===== config.mk =====
export PLATFORM = sky130hd
export DESIGN_NAME = inst_load_sequencer
export DESIGN_NICKNAME = d
export VERILOG_FILES = /design/src/rtl/inst_load_sequencer.sv
export SDC_FILE = /design/constraint.sdc
export NUM_CORES = 1
export LEC_CHECK = 0
export CAP_MARGIN = 10
export CORE_MARGIN = 8
export CORE_UTILIZATION = 45
export CTS_CLUSTER_SIZE = 40
export DETAILED_ROUTE_END_ITERATION = 7
export GPL_TIMING_DRIVEN = 0
export PLACE_DENSITY = 0.87
export REMOVE_ABC_BUFFERS = 1
export SYNTH_ARGS = -nofsm -noshare
export SYNTH_HDL_FRONTEND = slang
export SYNTH_SLANG_ARGS = --single-unit

===== constraint.sdc =====
create_clock -name clk_i -period 5.5 [get_ports clk_i]
set_input_delay 0.825 -clock clk_i [delete_from_list [all_inputs] [get_ports clk_i]]
set_output_delay 0.825 -clock clk_i [all_outputs]
set_load 0.1 [all_outputs]

===== src/rtl/inst_load_sequencer.sv =====
// -----------------------------------------------------------------------------
// inst_load_sequencer
//
// Loads a program into the instruction memory of inst_control. A burst
// descriptor (base address, instruction count, autostart bit) is taken on
// cfg_start_i. The block then issues one write-address strobe and forwards
// the instruction stream as write-data strobes. It finishes with a
// program-counter reset pulse and, if requested, a core start pulse.
//
// Stream handshake: a beat transfers on every clk_i rising edge where
// inst_valid_i and inst_ready_o are both high. inst_ready_o is high only in
// STREAM. The producer may hold or drop inst_valid_i freely. Data offered
// outside STREAM is never consumed.
//
// Ports
//   clk_i, rst_i         clock, asynchronous active-high reset
//   clr_i                synchronous abort/clear, highest priority
//   cfg_start_i          launch pulse, sampled only in IDLE
//   cfg_base_addr_i      first instruction memory address
//   cfg_num_inst_i       instruction count, 0..InstMemDepth
//   cfg_autostart_i      fire core_start_o after the load
//   core_enable_i        inst_control enable; a running core rejects loads
//   inst_data_i/valid_i  instruction stream in
//   inst_ready_o         instruction stream ready
//   inst_wr_*_o          write-mode / address / data strobes to inst_control
//   inst_pc_reset_o      program-counter reset pulse
//   core_start_o         core start pulse
//   busy_o, done_o, err_o, loaded_cnt_o   status
// -----------------------------------------------------------------------------
module inst_load_sequencer #(
    parameter int RegAddrWidth     = 32,
    parameter int InstMemDepth     = 128,
    parameter int InstMemAddrWidth = $clog2(InstMemDepth)
) (
    input  logic                        clk_i,
    input  logic                        rst_i,
    input  logic                        clr_i,
    input  logic                        cfg_start_i,
    input  logic [InstMemAddrWidth-1:0] cfg_base_addr_i,
    input  logic [InstMemAddrWidth:0]   cfg_num_inst_i,
    input  logic                        cfg_autostart_i,
    input  logic                        core_enable_i,
    input  logic [RegAddrWidth-1:0]     inst_data_i,
    input  logic                        inst_valid_i,
    output logic                        inst_ready_o,
    output logic                        inst_wr_mode_o,
    output logic [InstMemAddrWidth-1:0] inst_wr_addr_o,
    output logic                        inst_wr_addr_en_o,
    output logic [RegAddrWidth-1:0]     inst_wr_data_o,
    output logic                        inst_wr_data_en_o,
    output logic                        inst_pc_reset_o,
    output logic                        core_start_o,
    output logic                        busy_o,
    output logic                        done_o,
    output logic                        err_o,
    output logic [InstMemAddrWidth:0]   loaded_cnt_o
);

    typedef enum logic [2:0] {
        IDLE    = 3'd0,
        SETADDR = 3'd1,
        STREAM  = 3'd2,
        FINISH  = 3'd3,
        LAUNCH  = 3'd4
    } state_t;

    localparam logic [InstMemAddrWidth:0] DEPTH = (InstMemAddrWidth+1)'(InstMemDepth);
    localparam logic [InstMemAddrWidth:0] ONE   = 1;

    state_t                      state_q, state_d;
    logic [InstMemAddrWidth-1:0] base_q;
    logic [InstMemAddrWidth:0]   remaining_q;
    logic [InstMemAddrWidth:0]   loaded_q;
    logic                        autostart_q;
    logic                        done_q;
    logic                        err_q;

    // One bit wider than the address, so base + count never wraps.
    logic [InstMemAddrWidth:0]   end_addr;
    logic                        reject;

    assign end_addr = {1'b0, cfg_base_addr_i} + cfg_num_inst_i;
    assign reject   = core_enable_i || (end_addr > DEPTH);

    always_ff @(posedge clk_i or posedge rst_i) begin
        if (rst_i) begin
            state_q <= IDLE;
        end else begin
            state_q <= state_d;
        end
    end

    always_comb begin
        state_d           = state_q;
        inst_ready_o      = 1'b0;
        inst_wr_mode_o    = 1'b0;
        inst_wr_addr_o    = '0;
        inst_wr_addr_en_o = 1'b0;
        inst_wr_data_o    = '0;
        inst_wr_data_en_o = 1'b0;
        inst_pc_reset_o   = 1'b0;
        core_start_o      = 1'b0;
        case (state_q)
            IDLE: begin
                if (cfg_start_i && !reject) begin
                    state_d = (cfg_num_inst_i == '0) ? FINISH : SETADDR;
                end
            end
            SETADDR: begin
                inst_wr_mode_o    = 1'b1;
                inst_wr_addr_en_o = 1'b1;
                inst_wr_addr_o    = base_q;
                state_d           = STREAM;
            end
            STREAM: begin
                // inst_control auto-increments its write pointer on every
                // data strobe, so the strobe simply follows the stream valid.
                inst_wr_mode_o    = 1'b1;
                inst_ready_o      = 1'b1;
                inst_wr_data_en_o = inst_valid_i;
                inst_wr_data_o    = inst_data_i;
                if (inst_valid_i && remaining_q == ONE) begin
                    state_d = FINISH;
                end
            end
            FINISH: begin
                inst_pc_reset_o = 1'b1;
                state_d         = autostart_q ? LAUNCH : IDLE;
            end
            LAUNCH: begin
                core_start_o = 1'b1;
                state_d      = IDLE;
            end
            default: state_d = IDLE;
        endcase
        // Abort wins over any transition, including a start in IDLE.
        if (clr_i) begin
            state_d = IDLE;
        end
    end

    always_ff @(posedge clk_i or posedge rst_i) begin
        if (rst_i) begin
            base_q      <= '0;
            remaining_q <= '0;
            loaded_q    <= '0;
            autostart_q <= 1'b0;
            done_q      <= 1'b0;
            err_q       <= 1'b0;
        end else if (clr_i) begin
            base_q      <= '0;
            remaining_q <= '0;
            loaded_q    <= '0;
            autostart_q <= 1'b0;
            done_q      <= 1'b0;
            err_q       <= 1'b0;
        end else begin
            if (state_q == IDLE && cfg_start_i) begin
                done_q   <= 1'b0;
                loaded_q <= '0;
                err_q    <= reject;
                if (!reject) begin
                    base_q      <= cfg_base_addr_i;
                    remaining_q <= cfg_num_inst_i;
                    autostart_q <= cfg_autostart_i;
                end
            end
            if (state_q == STREAM && inst_valid_i) begin
                remaining_q <= remaining_q - ONE;
                loaded_q    <= loaded_q + ONE;
            end
            if (state_q == FINISH) begin
                done_q <= 1'b1;
            end
        end
    end

    assign busy_o       = (state_q != IDLE);
    assign done_o       = done_q;
    assign err_o        = err_q;
    assign loaded_cnt_o = loaded_q;

endmodule


Word-level counts from Yosys, hierarchy flattened
Index checks and enable logic that the tools add are counted. W data, S select, Z words.

$add $sub $neg: 3. Order comparisons: 1. Equality and inequality tests: 9. Multiplexer cells: 32. Reduce and logical (&&, ||, !) cells: 16.

Operators by type and width (count): $mux W8 (7); $mux W32 (1); $mux W7 (4); $mux W1 (14); $mux W3 (4); $pmux W3 S4 (1); $reduce_bool A3 Y1 (3); $add A7 B8 Y8 (1); $add A8 B1 Y8 const B (1); $eq A8 B1 Y1 const B (1); $gt A8 B8 Y1 const B (1); $logic_not A8 Y1 (1); $sub A8 B1 Y8 const B (1); $eq A3 B2 Y1 const B (2); $ne A3 B3 Y1 const B (2); $reduce_and A2 Y1 (3); $logic_and A1 B1 Y1 (4); $eq A3 B1 Y1 const B (1); $eq A3 B3 Y1 const B (1); $logic_not A3 Y1 (1); $ne A3 B2 Y1 const B (1); $mux W2 (1); $ne A2 B2 Y1 const B (1); $reduce_bool A2 Y1 (1); 3 further kinds (3).

Register bits after elaboration: 29. Input port bits: 54. Word-level logic and storage cells: 68.

Longest topological paths before layout
Gate-level depths: netlist of the first run.

Depth after elaboration: 8. Mapped depth: 10. Gate-level depth less buffers: 8.

Least setup slack after synthesis of the first run
No wires, ideal clock.

Path type: register to output. From: reg state_q[1]. To: out inst_wr_addr_o[0]. Arrival: 3.955 ns. Data required time: 4.675 ns. Setup slack: 0.720 ns. Stages on the path, launching flop included: 4. Path buffers: 1. Cell sequence: dfrtp_1 > clkbuf_2 > nor3b_1 > and2_1.

Cells in the longest elaborated chain, start to end: 2.

RTL lines: start, declared (RTL line 70) `state_t state_q, state_d;`; start signal, assigned (RTL line 89) `state_q <= state_d;`; $eq A3 B1 Y1 (RTL line 103) `case (state_q)`; $mux W7 (RTL line 103); end, declared (RTL line 47) `output logic [InstMemAddrWidth-1:0] inst_wr_addr_o,`.

Every way passes these cells.

Worst setup path after layout of the first run
From: reg state_q[1]. To: out inst_wr_data_en_o.

Cells in the longest elaborated chain, start to end: 2.

RTL lines: $eq A3 B2 Y1 (RTL line 103); $mux W1 (RTL line 103); end, declared (RTL line 50) `output logic inst_wr_data_en_o,`.

Every way passes these cells.

==> impl_metrics.py, run 1 <==
metrics = {
    "final_layout": {
        "nFillCells": 415,
        "post-route-util_pct": 70.8,
        "fin_area_mm2": 0.00357,
        "nets": 442,
        "area_growth_pct": 53.3,
        "fin_cells": 448,
        "final_layout_size_suffix_gt1_share_pct": 5.03,
        "diodes": 0,
    },
    "global_routing": {
        "track_usage_pct": 19.3,
        "grt_max_degree": 30,
        "grt-ovfl-total": 0,
        "grt_pass1_vias": 2371,
        "met3_usage_pct": 3.56,
        "antenna_found_initial": 0,
        "grtUsageMet1_pct": 23.7,
        "grt_most_used_layer": "met2",
        "grt_pass1_wl_um": 12000,
        "grt.met2_usage_pct": 33.2,
    },
    "die": {
        "die_h_um": 87.9,
        "rows": 26,
        "dieWidth_um": 87.9,
        "start_util_pct": 46.2,
        "dieArea_mm2": 0.00773,
        "ios": 110,
        "core_area_mm2": 0.00504,
    },
    "drt": {
        "via_per_inst": 5.62,
        "dr.pass1.iters": 4,
        "drt_iter0_drc": 149,
        "ant_nets": 0,
        "wl_um": 7500,
        "num_vias": 2516,
        "wl_per_cell_um": 16.7,
        "drcViolationCount": 0,
    },
    "synth": {
        "yosys-top-cells-count": "and2_1 (41), dfrtp_1 (29), o211ai_1 (27), a21oi_1 (16), nand2_1 (16)",
        "synth_edf_count": 0,
        "synth_area_mm2": 0.00233,
        "seq_area_frac_synth_pct": 31.2,
        "synth_area_leader_cell": "dfrtp_1",
        "yosys-top-cells-area": "dfrtp_1 (31%), and2_1 (11%), o211ai_1 (8.7%)",
        "ys_seq_elements": 29,
        "synth-main-ff-cell": "dfrtp_1",
        "yosysMostFrequentCell": "and2_1",
        "synth-async-reset-ratio_pct": 100,
        "synth.distinct_cells": 50,
        "yosysWarnings": 0,
        "yosys.area.top_type_share_pct": 31.2,
        "postSynthAreaPerCell_um2": 8.47,
        "syn_inst": 275,
    },
    "timing": {
        "setup_violations": 0,
        "min_period_over_period_pct": 80.8,
        "fin_skew_ns": 0.00575,
        "rsz0062_at_grt": "false",
        "tightest_slew_ns": 1.17,
        "setup_tns_ns": 0,
        "slew_headroom_pct": 22.0,
        "slew_viol_final": 0,
        "period_needed_ns": 4.44,
        "holdWs_ns": 0.494,
        "timing_hold_violations_final": 0,
        "max_freq_ghz": 0.225,
        "fin_ws_ns": 1.06,
    },
    "clock_tree": {
        "path_clk_slew_ns": 0.06,
        "cts_root_buf": "clkbuf_8",
        "htreeDepth": 2,
        "postCtsSetupRepairBufs": 0,
        "cts.path.max_buffers": 2,
        "cts_sinks": 29,
        "insertion_delay_ns": 0.29,
        "cts_tree": "done",
        "numCtsBuffers": 5,
        "cts_hold_buf": 0,
        "ctsResizeCount": 0,
    },
    "placement": {
        "dp_cells": 439,
        "dpl.hpwl_um": 5910,
        "gp_congestion": 0.853,
        "dpl_cell_area_mm2": 0.00344,
        "dp_slack_ns": 1.35,
        "numPortBuffers": 109,
    },
    "min_path": {
        "hold_path.class": "reg2reg",
    },
    "setup_path": {
        "cp.arrival_ns": 3.62,
        "path_max_fanout": 20,
        "required_ns": 4.68,
        "start_kind": "register",
        "r2r_slack_ns": 2.55,
        "end_kind": "primary output",
        "worstSetupPathType": "reg2out",
    },
    "power_and_ir_drop": {
        "power_density_mw_per_mm2": 197,
        "p_leak_nw": 1.45,
        "peakVddDrop_mv": 0.184,
        "finalPower_uw": 702,
    },
    "run": {
        "cap_violations": 0,
    },
    "run_status": {
        "status": "finished, final reports clean",
    },
}
flip-flops by register name (all words and copies together), names as in the netlist:
| name | count |
|---|---|
| base_q | 7 |
| done_o | 1 |
| autostart_q | 1 |
| loaded_cnt_o | 8 |
| state_q | 3 |
| remaining_q | 8 |
| err_o | 1 |
routing by layer:
layer / up-vias / share of wire, %
met5: - / 0
met4: 0 / 1.3
met1: 1188 / 40
met3: 9 / 8.2
li1: 1229 / -
met2: 90 / 51
power breakdown:
part	switching [mW]	leakage, nW	internal [mW]
Sequential	0.00772	0.400	0.222
Combinational	0.158	0.998	0.0902
Clock	0.0888	0.0543	0.135
cell usage in the layout (no fill, tap or decap), types with 4 or more instances in the layout:
cell type	netlist	layout
a211oi_1	5	5
a21oi_1	16	16
a31oi_1	7	7
and2_1	41	41
and3_1	4	4
clkbuf_8	0	5
clkdlybuf4s50_1	0	109
dfrtp_1	29	29
ha_1	10	10
inv_1	8	8
nand2_1	16	16
nand2b_1	4	4
nand3_1	5	5
nor2_1	14	14
nor3_1	5	5
o2111ai_1	6	6
o211ai_1	27	27
o21ai_0	14	14
xor2_1	5	5
worst max-delay path, stage by stage, from the launching register on:
cell and delay, ns:
dfrtp_1 0.48, nor3b_2 0.78, nand2_1 0.39, inv_1 0.45, clkdlybuf4s50_1 1.22
worst paths after layout:
path | from | end | cells after the start
worst max-delay path | state_q[1] | inst_wr_data_en_o | 4
worst min-delay path | loaded_cnt_o[7] | loaded_cnt_o[7] | 1
worst max register to register | state_q[1] | remaining_q[5] | 7
worst min register to register | loaded_cnt_o[7] | loaded_cnt_o[7] | 1
max in group asynchronous | rst_i | base_q[3] | 3
min in group asynchronous | rst_i | loaded_cnt_o[2] | 2
area by class of cell:
type                       count  area [um^2]  area share [%]
sequential                    29          726            20.3
inverter                       8         30.0           0.842
tap                           70         87.6            2.45
timing repair buffer         111         1120            31.3
multi-input combinational    222         1490            41.8
clock buffer                   5         68.8            1.93
clock inverter                 3         46.3            1.30
logic make-up after synthesis:
kind of cell,after synthesis,share of synthesized area (%)
AOI/OAI and AO/OA,94,28.5
adders and majority gates,11,6.23
buffers and inverters,24,4.73
and+or+nand+nor,112,27.5
xor gates and xnor gates,5,1.88
DFF,29,31.2
No activity file was read; power rests on OpenSTA's default activity.
==> inputs of run 2 (changes only) <==
CORE_UTILIZATION = 38   (was 45)
PLACE_DENSITY = 0.78   (was 0.87)
clock period = 4 ns   (was 5.5 ns; I/O delays follow)
==> impl_metrics.py, run 2 (synthesis results as in run 1) <==
metrics = {
    "final_layout": {
        "area_growth_pct": 53.4,
        "nFillCells": 529,
        "layout_common_cells": "clkdlybuf4s50_1 (108), and2_1 (41), dfrtp_1 (29)",
        "nets": 443,
        "multi_input_area_mm2": 0.00150,
        "diodes": 0,
        "final_layout_size_suffix_gt1_share_pct": 4.76,
        "final_common_cell": "clkdlybuf4s50_1",
        "regArea_um2": 726,
        "fin_area_mm2": 0.00357,
    },
    "setup_path": {
        "required_ns": 3.40,
        "worstPathCellList": "nor3b_4, nand2_1, inv_1, dlygate4sd2_1",
        "cp.arrival_ns": 2.99,
        "r2r_start": "state_q[1]",
        "cp_slowest_cell": "dlygate4sd2_1",
        "start_kind": "register",
        "end_kind": "primary output",
        "cpPeakStageDelay_ns": 0.92,
        "crit_family": "buffers and inverters",
        "path_buf_inv": 2,
        "worstSetupPathType": "reg2out",
        "startpoint": "state_q[1]",
        "path_max_fanout": 19,
    },
    "timing": {
        "fin_skew_ns": 0.00905,
        "setup_tns_ns": 0,
        "max_freq_ghz": 0.278,
        "setup_violations": 0,
        "tightest_slew_ns": 1.24,
        "period_needed_ns": 3.59,
        "timing_hold_violations_final": 0,
        "rsz0062_at_grt": "false",
        "slew_viol_final": 0,
        "slew_headroom_pct": 17.1,
        "min_period_over_period_pct": 89.8,
    },
    "global_routing": {
        "grt-ovfl-total": 0,
        "track_usage_pct": 16.9,
        "grt_pass1_wl_um": 11900,
        "grt_pass1_vias": 2324,
        "antenna_found_initial": 0,
        "grt_max_degree": 30,
    },
    "run": {
        "cap_violations": 0,
    },
    "power_and_ir_drop": {
        "switchingPower_uw": 345,
        "clkPwrFrac_pct": 27.5,
        "power_frac_comb_pct": 37.9,
        "seqPwrFrac_pct": 34.6,
        "finalPower_uw": 912,
        "peakVddDrop_mv": 0.137,
        "p_leak_nw": 1.45,
        "power_density_mw_per_mm2": 255,
        "switching_share_pct": 37.8,
        "internal_power_uw": 567,
    },
    "clock_tree": {
        "cts_tree": "done",
        "numCtsBuffers": 5,
        "path_clk_slew_ns": 0.06,
        "cts.path.max_buffers": 2,
        "cts_root_buf": "clkbuf_8",
        "insertion_delay_ns": 0.29,
        "cts_sinks": 29,
        "htreeDepth": 2,
        "postCtsSetupRepairBufs": 0,
        "cts_hold_buf": 0,
    },
    "placement": {
        "gp_congestion": 0.879,
        "dpl.hpwl_um": 6210,
        "numPortBuffers": 109,
        "dpl_cell_area_mm2": 0.00344,
    },
    "drt": {
        "drt_iter0_drc": 167,
        "routed-wl-met3_um": 655,
        "num_vias": 2540,
        "via_per_inst": 5.61,
        "dr.pass1.iters": 4,
        "wl_per_cell_um": 17.3,
        "drcViolationCount": 0,
        "ant_nets": 0,
        "highest_layer": "met4",
        "dr_wl_met2_um": 3630,
        "wl_met1_um": 3420,
        "wl_um": 7830,
    },
    "run_status": {
        "status": "finished, final reports clean",
    },
    "die": {
        "rows": 28,
        "ios": 110,
        "dieArea_mm2": 0.00889,
        "die_h_um": 94.3,
        "start_util_pct": 39.3,
        "core_area_mm2": 0.00592,
        "dieWidth_um": 94.3,
    },
    "min_path": {
        "min_from": "loaded_cnt_o[7]",
        "hold_path.class": "reg2reg",
    },
}
==> run 2: cell types whose count changed in the layout (fill, tap and decap cells not counted), sizes merged <==
cell	before	now
buf	2	3
dlygate4sd2	0	1
clkinv	1	0
bufinv	1	0
clkinvlp	1	0
clkbuf	5	7
clkdlybuf4s50	109	108
==> run 2: per-layer routing <==
metal	GRT usage, %	vias up
met5	0	-
met4	5.55	0
met3	4.08	11
met2	27.7	125
met1	21.2	1172
li1	-	1232
==> run 2: what timing repair did <==
item,4_1_cts,5_1_grt
cloned,0,0
gates resized for setup,1,1
setup endpoints to repair,1,1
endpoints found under the hold margin,0,0
==> run 2: power by group through the flow <==
| stage | logic (mW) | registers [mW] | clock network (mW) |
|---|---|---|---|
| floorplan | 0.212 | 0.328 | 0 |
| global placement | 0.334 | 0.320 | 0 |
| detailed placement | 0.340 | 0.321 | 0 |
| CTS | 0.341 | 0.316 | 0.251 |
| global route | 0.368 | 0.318 | 0.265 |
| finish | 0.345 | 0.316 | 0.251 |
==> run 2: final cells by class <==
cell class                 count  area share, %
clock buffer                   7           2.42
inverter                       8          0.841
tap                           75           2.63
timing repair buffer         112           31.8
multi-input combinational    222           42.0
sequential                    29           20.3
==> run 2: final timing paths <==
path	endpoint	slack, ns	cells past startpoint
setup / recovery	inst_wr_data_en_o	0.41	4
hold / removal	loaded_cnt_o[7]	0.50	1
setup reg to reg	remaining_q[5]	1.39	7
hold reg to reg	loaded_cnt_o[7]	0.50	1
max in group asynchronous	remaining_q[4]	2.83	3
min in group asynchronous	loaded_cnt_o[7]	0.67	2
==> run 2: per-stage QoR <==
step | utilization (%) | hold WS [ns] | instances | setup slack (ns)
floorplan | - | 0.518 | 259 | -0.548
global placement | 58.0 | 0.473 | 443 | -0.388
detailed placement | 58.2 | 0.498 | 444 | 0.0559
CTS | 59.6 | 0.506 | 451 | 0.106
global route | 60.3 | 0.547 | 453 | 0.150
finish | 60.3 | 0.500 | 453 | 0.407
